### src/rtl/ahbl_bus_arbiter.sv
// ahbl_bus_arbiter: registered AHB-Lite arbiter for 2..4 masters sharing one slave-side bus.
// Define AHBL_ARB_RR_EN for round-robin arbitration; otherwise fixed priority (lowest index wins).
`default_nettype none

module ahbl_bus_arbiter #(
  parameter int NUM_MASTERS = 2
) (
  input  logic                      HCLK,
  input  logic                      HRESETN,
  input  logic [NUM_MASTERS-1:0]    M_REQ,
  output logic [NUM_MASTERS-1:0]    M_GNT,
  input  logic [32*NUM_MASTERS-1:0] M_HADDR,
  input  logic [2*NUM_MASTERS-1:0]  M_HTRANS,
  input  logic [NUM_MASTERS-1:0]    M_HWRITE,
  input  logic [3*NUM_MASTERS-1:0]  M_HSIZE,
  input  logic [3*NUM_MASTERS-1:0]  M_HBURST,
  input  logic [4*NUM_MASTERS-1:0]  M_HPROT,
  input  logic [NUM_MASTERS-1:0]    M_HMASTLOCK,
  input  logic [32*NUM_MASTERS-1:0] M_HWDATA,
  output logic [NUM_MASTERS-1:0]    M_HRESP,
  output logic                      M_HREADY,
  output logic [31:0]               M_HRDATA,
  output logic [31:0]               HADDR,
  output logic [1:0]                HTRANS,
  output logic                      HWRITE,
  output logic [2:0]                HSIZE,
  output logic [2:0]                HBURST,
  output logic [3:0]                HPROT,
  output logic                      HMASTLOCK,
  output logic [31:0]               HWDATA,
  input  logic                      HREADY,
  input  logic                      HRESP,
  input  logic [31:0]               HRDATA,
  output logic [1:0]                MASTER_ID
);

  if (NUM_MASTERS < 2 || NUM_MASTERS > 4) begin : g_bad_num_masters
    $error("ahbl_bus_arbiter: NUM_MASTERS must be in 2..4");
  end

  logic [1:0] addr_owner;
  logic [1:0] data_owner;
  logic [1:0] winner;
  logic       rearb;

  // Address/control follow the address-phase owner; write data follows the data-phase owner.
  always_comb begin
    HADDR     = M_HADDR[31:0];
    HTRANS    = M_HTRANS[1:0];
    HWRITE    = M_HWRITE[0];
    HSIZE     = M_HSIZE[2:0];
    HBURST    = M_HBURST[2:0];
    HPROT     = M_HPROT[3:0];
    HMASTLOCK = M_HMASTLOCK[0];
    HWDATA    = M_HWDATA[31:0];
    for (int i = 1; i < NUM_MASTERS; i++) begin
      if (addr_owner == 2'(i)) begin
        HADDR     = M_HADDR[32*i +: 32];
        HTRANS    = M_HTRANS[2*i +: 2];
        HWRITE    = M_HWRITE[i];
        HSIZE     = M_HSIZE[3*i +: 3];
        HBURST    = M_HBURST[3*i +: 3];
        HPROT     = M_HPROT[4*i +: 4];
        HMASTLOCK = M_HMASTLOCK[i];
      end
      if (data_owner == 2'(i)) begin
        HWDATA = M_HWDATA[32*i +: 32];
      end
    end
  end

  always_comb begin
    for (int i = 0; i < NUM_MASTERS; i++) begin
      M_GNT[i]   = (addr_owner == 2'(i));
      M_HRESP[i] = HRESP && (data_owner == 2'(i));
    end
  end

  assign M_HREADY  = HREADY;
  assign M_HRDATA  = HRDATA;
  assign MASTER_ID = data_owner;

  // Handover only once the owner has finished: bus ready, owner idle and unlocked.
  assign rearb = HREADY && (HTRANS == 2'b00) && !HMASTLOCK;

`ifdef AHBL_ARB_RR_EN
  logic [2:0] cand;
  logic       found;

  // Search starts one past the owner; the owner itself is the last candidate.
  always_comb begin
    winner = addr_owner;
    found  = 1'b0;
    cand   = 3'd0;
    for (int k = 1; k <= NUM_MASTERS; k++) begin
      cand = {1'b0, addr_owner} + 3'(k);
      if (cand >= 3'(NUM_MASTERS)) begin
        cand = cand - 3'(NUM_MASTERS);
      end
      for (int i = 0; i < NUM_MASTERS; i++) begin
        if (!found && M_REQ[i] && (cand == 3'(i))) begin
          winner = 2'(i);
          found  = 1'b1;
        end
      end
    end
  end
`else
  always_comb begin
    winner = addr_owner;
    for (int i = NUM_MASTERS - 1; i >= 0; i--) begin
      if (M_REQ[i]) begin
        winner = 2'(i);
      end
    end
  end
`endif

  always_ff @(posedge HCLK) begin
    if (!HRESETN) begin
      addr_owner <= 2'd0;
      data_owner <= 2'd0;
    end else begin
      if (rearb && (|M_REQ)) begin
        addr_owner <= winner;
      end
      if (HREADY) begin
        data_owner <= addr_owner;
      end
    end
  end

endmodule

`default_nettype wire

### config.mk
export PLATFORM = sky130hd
export DESIGN_NAME = ahbl_bus_arbiter
export DESIGN_NICKNAME = d
export VERILOG_FILES = /design/src/rtl/ahbl_bus_arbiter.sv
export SDC_FILE = /design/constraint.sdc
export NUM_CORES = 1
export LEC_CHECK = 0
export ABC_AREA = 1
export CAP_MARGIN = 15
export CELL_PAD_IN_SITES_DETAIL_PLACEMENT = 2
export CELL_PAD_IN_SITES_GLOBAL_PLACEMENT = 2
export CORE_ASPECT_RATIO = 0.7
export CORE_UTILIZATION = 10
export CTS_BUF_LIST = sky130_fd_sc_hd__clkbuf_16
export DETAILED_ROUTE_END_ITERATION = 16
export GPL_TIMING_DRIVEN = 0
export PLACE_DENSITY_LB_ADDON = 0.1
export SYNTH_ARGS = -nofsm -noshare
export SYNTH_HDL_FRONTEND = slang
export SYNTH_SLANG_ARGS = --single-unit
export TNS_END_PERCENT = 20
### constraint.sdc
create_clock -name HCLK -period 2.6 [get_ports HCLK]
set_clock_uncertainty 0.1 [all_clocks]
set_input_delay 0.78 -clock HCLK [delete_from_list [all_inputs] [get_ports HCLK]]
set_output_delay 0.78 -clock HCLK [all_outputs]
set_load 0.1 [all_outputs]
==> results.md <==
- Buffer levels on the longest clock path: 2
- Slew of the pin with the lowest slew margin: 1.02 ns
- Total length of routed wires: 10100 um
- Area of the die: 14300 um^2
- Fraction of layout cells with a size suffix above 1: 0.426
- CTS tree: built
- Multiplexer fraction of the synthesized cell area: 0.261
- Fin Setup TNS: 0 ns
- Unrepaired setup endpoints after global routing: no
- Portion of the clock cycle consumed by the worst path in the final layout: 0.988
- Total number of placement rows: 35
- Area of the mapped netlist: 1380 um^2
- Routed vias: 2571
- Wire length of the first global-routing pass: 14200 um
- Clock latency on the worst-skew pair: 0.22 ns
- Total DRC errors in the routed layout: 0
- Initial cell density of the core: 0.104
- Nets: 713
- Post-DP Area: 4420 um^2
- Classification of the worst-slack hold path: flop to flop
- TritonCTS Buffers: 3
- Root buffer cell: sky130_fd_sc_hd__clkbuf_16
- Number of antenna violations at the first check in global routing: 0
- Fmax achieved: 389 MHz
- Worst IR Drop VDD: 0.000155 V
- Final cell count without fillers: 702
- Length of the first detailed-routing pass in iterations: 4
- GRT busiest layer: met2
- Hold WS: 0.696 ns
- Buffers added on ports: 277
- DP Wirelength: 9040 um
- Area fraction in compound gates after synthesis: 0.00725
- H-tree lvl count: 1
- Number of DRC markers after the initial detailed-route iteration: 8
- Maximum number of pins on one net before global-route repair: 11
- Number of buffers inserted to repair setup after CTS: 0
- Gate Count Post-Synth: 237
- Data required time at the worst endpoint: 1.72 ns
- Detail-routed via count per cell: 3.66
- LEAKAGE: 2.05 nW
- Crit path time final: 2.57 ns
- Total non-filler cell area in the finished layout: 4260 um^2
- Count of cells resized by post-cts repair: 520
- Die boundary height: 100 um
- Leftover overflow at the end of global routing: 0
- Met1 track demand over resource: 0.133
- Max-Cap Viols: 0
- Combinational family with the most area after synthesis: simple AND/OR/NAND/NOR gates
- Overall routing resource usage: 0.126
- CTS Sinks: 2
- Kind of critical path: input pin to output port
- Area fraction in and, or, nand and nor cells after synthesis: 0.416
- Outcome: finished clean
- Worst EP arrival: 1.69 ns
- Layout-stage area growth over the synthesis result: 209%
- I/O pins: 311
- Hold bufs inserted after CTS: 0
- Worst-path maximum fanout: 1
- Adder-cell share of the synthesized area: 0
- # setup viols final: 0
- Critical path startpoint category: input pin
- Post-synthesis xor/xnor area fraction: 0
- Share of the yosys chip area belonging to registers: 0.0290
- Antenna-violating nets left: 0
- Yosys warning count: 0
- Number of placed instances, taps included: 699
- Synthesized area per cell: 5.82 um^2
- Power density normalized to cell area: 423 nW/um^2
- Fin. max-slew vios: 0
- Number of diodes added for antenna fixing: 0
- Wire per inst: 14.3 um
- RD Place Congestion: 0.687
- Kind of capture point of the worst setup path: output port
- Synth unique cells: 15
- Standard cell core area: 13300 um^2
- Slew headroom: 0.320
- Met3 track utilization from global routing: 0.0286
- Fin. Hold Viols: 0
- Via count of the first global-routing pass: 2700
- Number of synthesized register bits: 2
- Clock slew at reported path FFs: 0.03 ns
- Global-route met2 utilization: 0.257
- Chip Width: 142 um
- Total nets after synthesis: 431
[cells in the mapped netlist, drive strengths merged]
library cell,instances,area (um^2)
nand2,141,542
buf,48,373
mux2,32,360
inv,5,18.8
nor2,4,22.5
dfxtp,2,40.0
nand3,2,10.0
a21oi,1,5.00
conb,1,3.75
o21ai,1,5.00
[area by class of cell]
type,count,area [um^2]
plain buffers,48,373
clock buffers,3,75.1
fillers,1641,9050
inverters,5,18.8
multi-input cells,182,986
flip-flops and latches,2,42.5
well taps,185,231
repair buffers,277,2530
[stage by stage]
| step | setup slack (ns) | utilization | power [W] |
|---|---|---|---|
| after global routing | 0.000789 | 0.320 | 0.00186 |
| after floorplan | -0.0270 | - | 0.00110 |
| final | 0.0311 | 0.320 | 0.00180 |
| after CTS | -0.237 | 0.318 | 0.00181 |
| after global placement | -0.847 | 0.332 | 0.00160 |
| after detailed placement | -0.845 | 0.332 | 0.00161 |
[cells by family (layout without fill, tap and decap cells)]
family,Yosys count,in the layout
AOI/OAI and AO/OA,2,2
buffers and inverters,53,333
DFF,2,2
muxes,32,32
other,1,1
and+or+nand+nor,147,147
[routing by layer]
layer / part of all wire / wire length [um] / vias to the layer above
met5: 0 / 0 / -
met4: 0.0028 / 28 / 0
met3: 0.096 / 964 / 2
met2: 0.55 / 5510 / 137
met1: 0.35 / 3560 / 1178
li1: - / - / 1254
[layout by cell type, fill, tap and decap left out, types with 3 or more instances in the layout]
cell and count:
sky130_fd_sc_hd__mux2_2 30, sky130_fd_sc_hd__buf_6 14, sky130_fd_sc_hd__clkdlybuf4s50_1 162, sky130_fd_sc_hd__buf_2 4, sky130_fd_sc_hd__nor2_2 4, sky130_fd_sc_hd__nand2_1 122, sky130_fd_sc_hd__clkbuf_16 3, sky130_fd_sc_hd__inv_1 5
sky130_fd_sc_hd__nand2_2 19, sky130_fd_sc_hd__buf_4 142
[worst max-delay path: stages]
cell and delay (ns):
sky130_fd_sc_hd__clkdlybuf4s50_1 0.41, sky130_fd_sc_hd__mux2_2 0.26, sky130_fd_sc_hd__buf_4 0.23
[state kept, by name (all words and copies together) (netlist names)]
| signal | cells |
|---|---|
| MASTER_ID | 1 |
| addr_owner | 1 |
[power breakdown]
part / leakage, nW / total, W / internal, W / switching [W]
Combinational: 2.00 / 0.00154 / 0.000470 / 0.00107
Sequential: 0.0172 / 0.0000334 / 0.0000325 / 0.000000883
Clock: 0.0370 / 0.000228 / 0.000195 / 0.0000329
Total: 2.05 / 0.00180 / 0.000698 / 0.00111
[final timing paths]
path                 startpoint            end  slack [ns]  depth (start not counted)
hold / removal    addr_owner[0]  addr_owner[0]        0.70                          5
hold reg to reg   addr_owner[0]  addr_owner[0]        0.70                          5
setup reg to reg  addr_owner[0]  addr_owner[0]        1.49                          8
setup / recovery   M_HWDATA[53]     HWDATA[21]        0.03                          3
(Power assumes the default switching activity.)
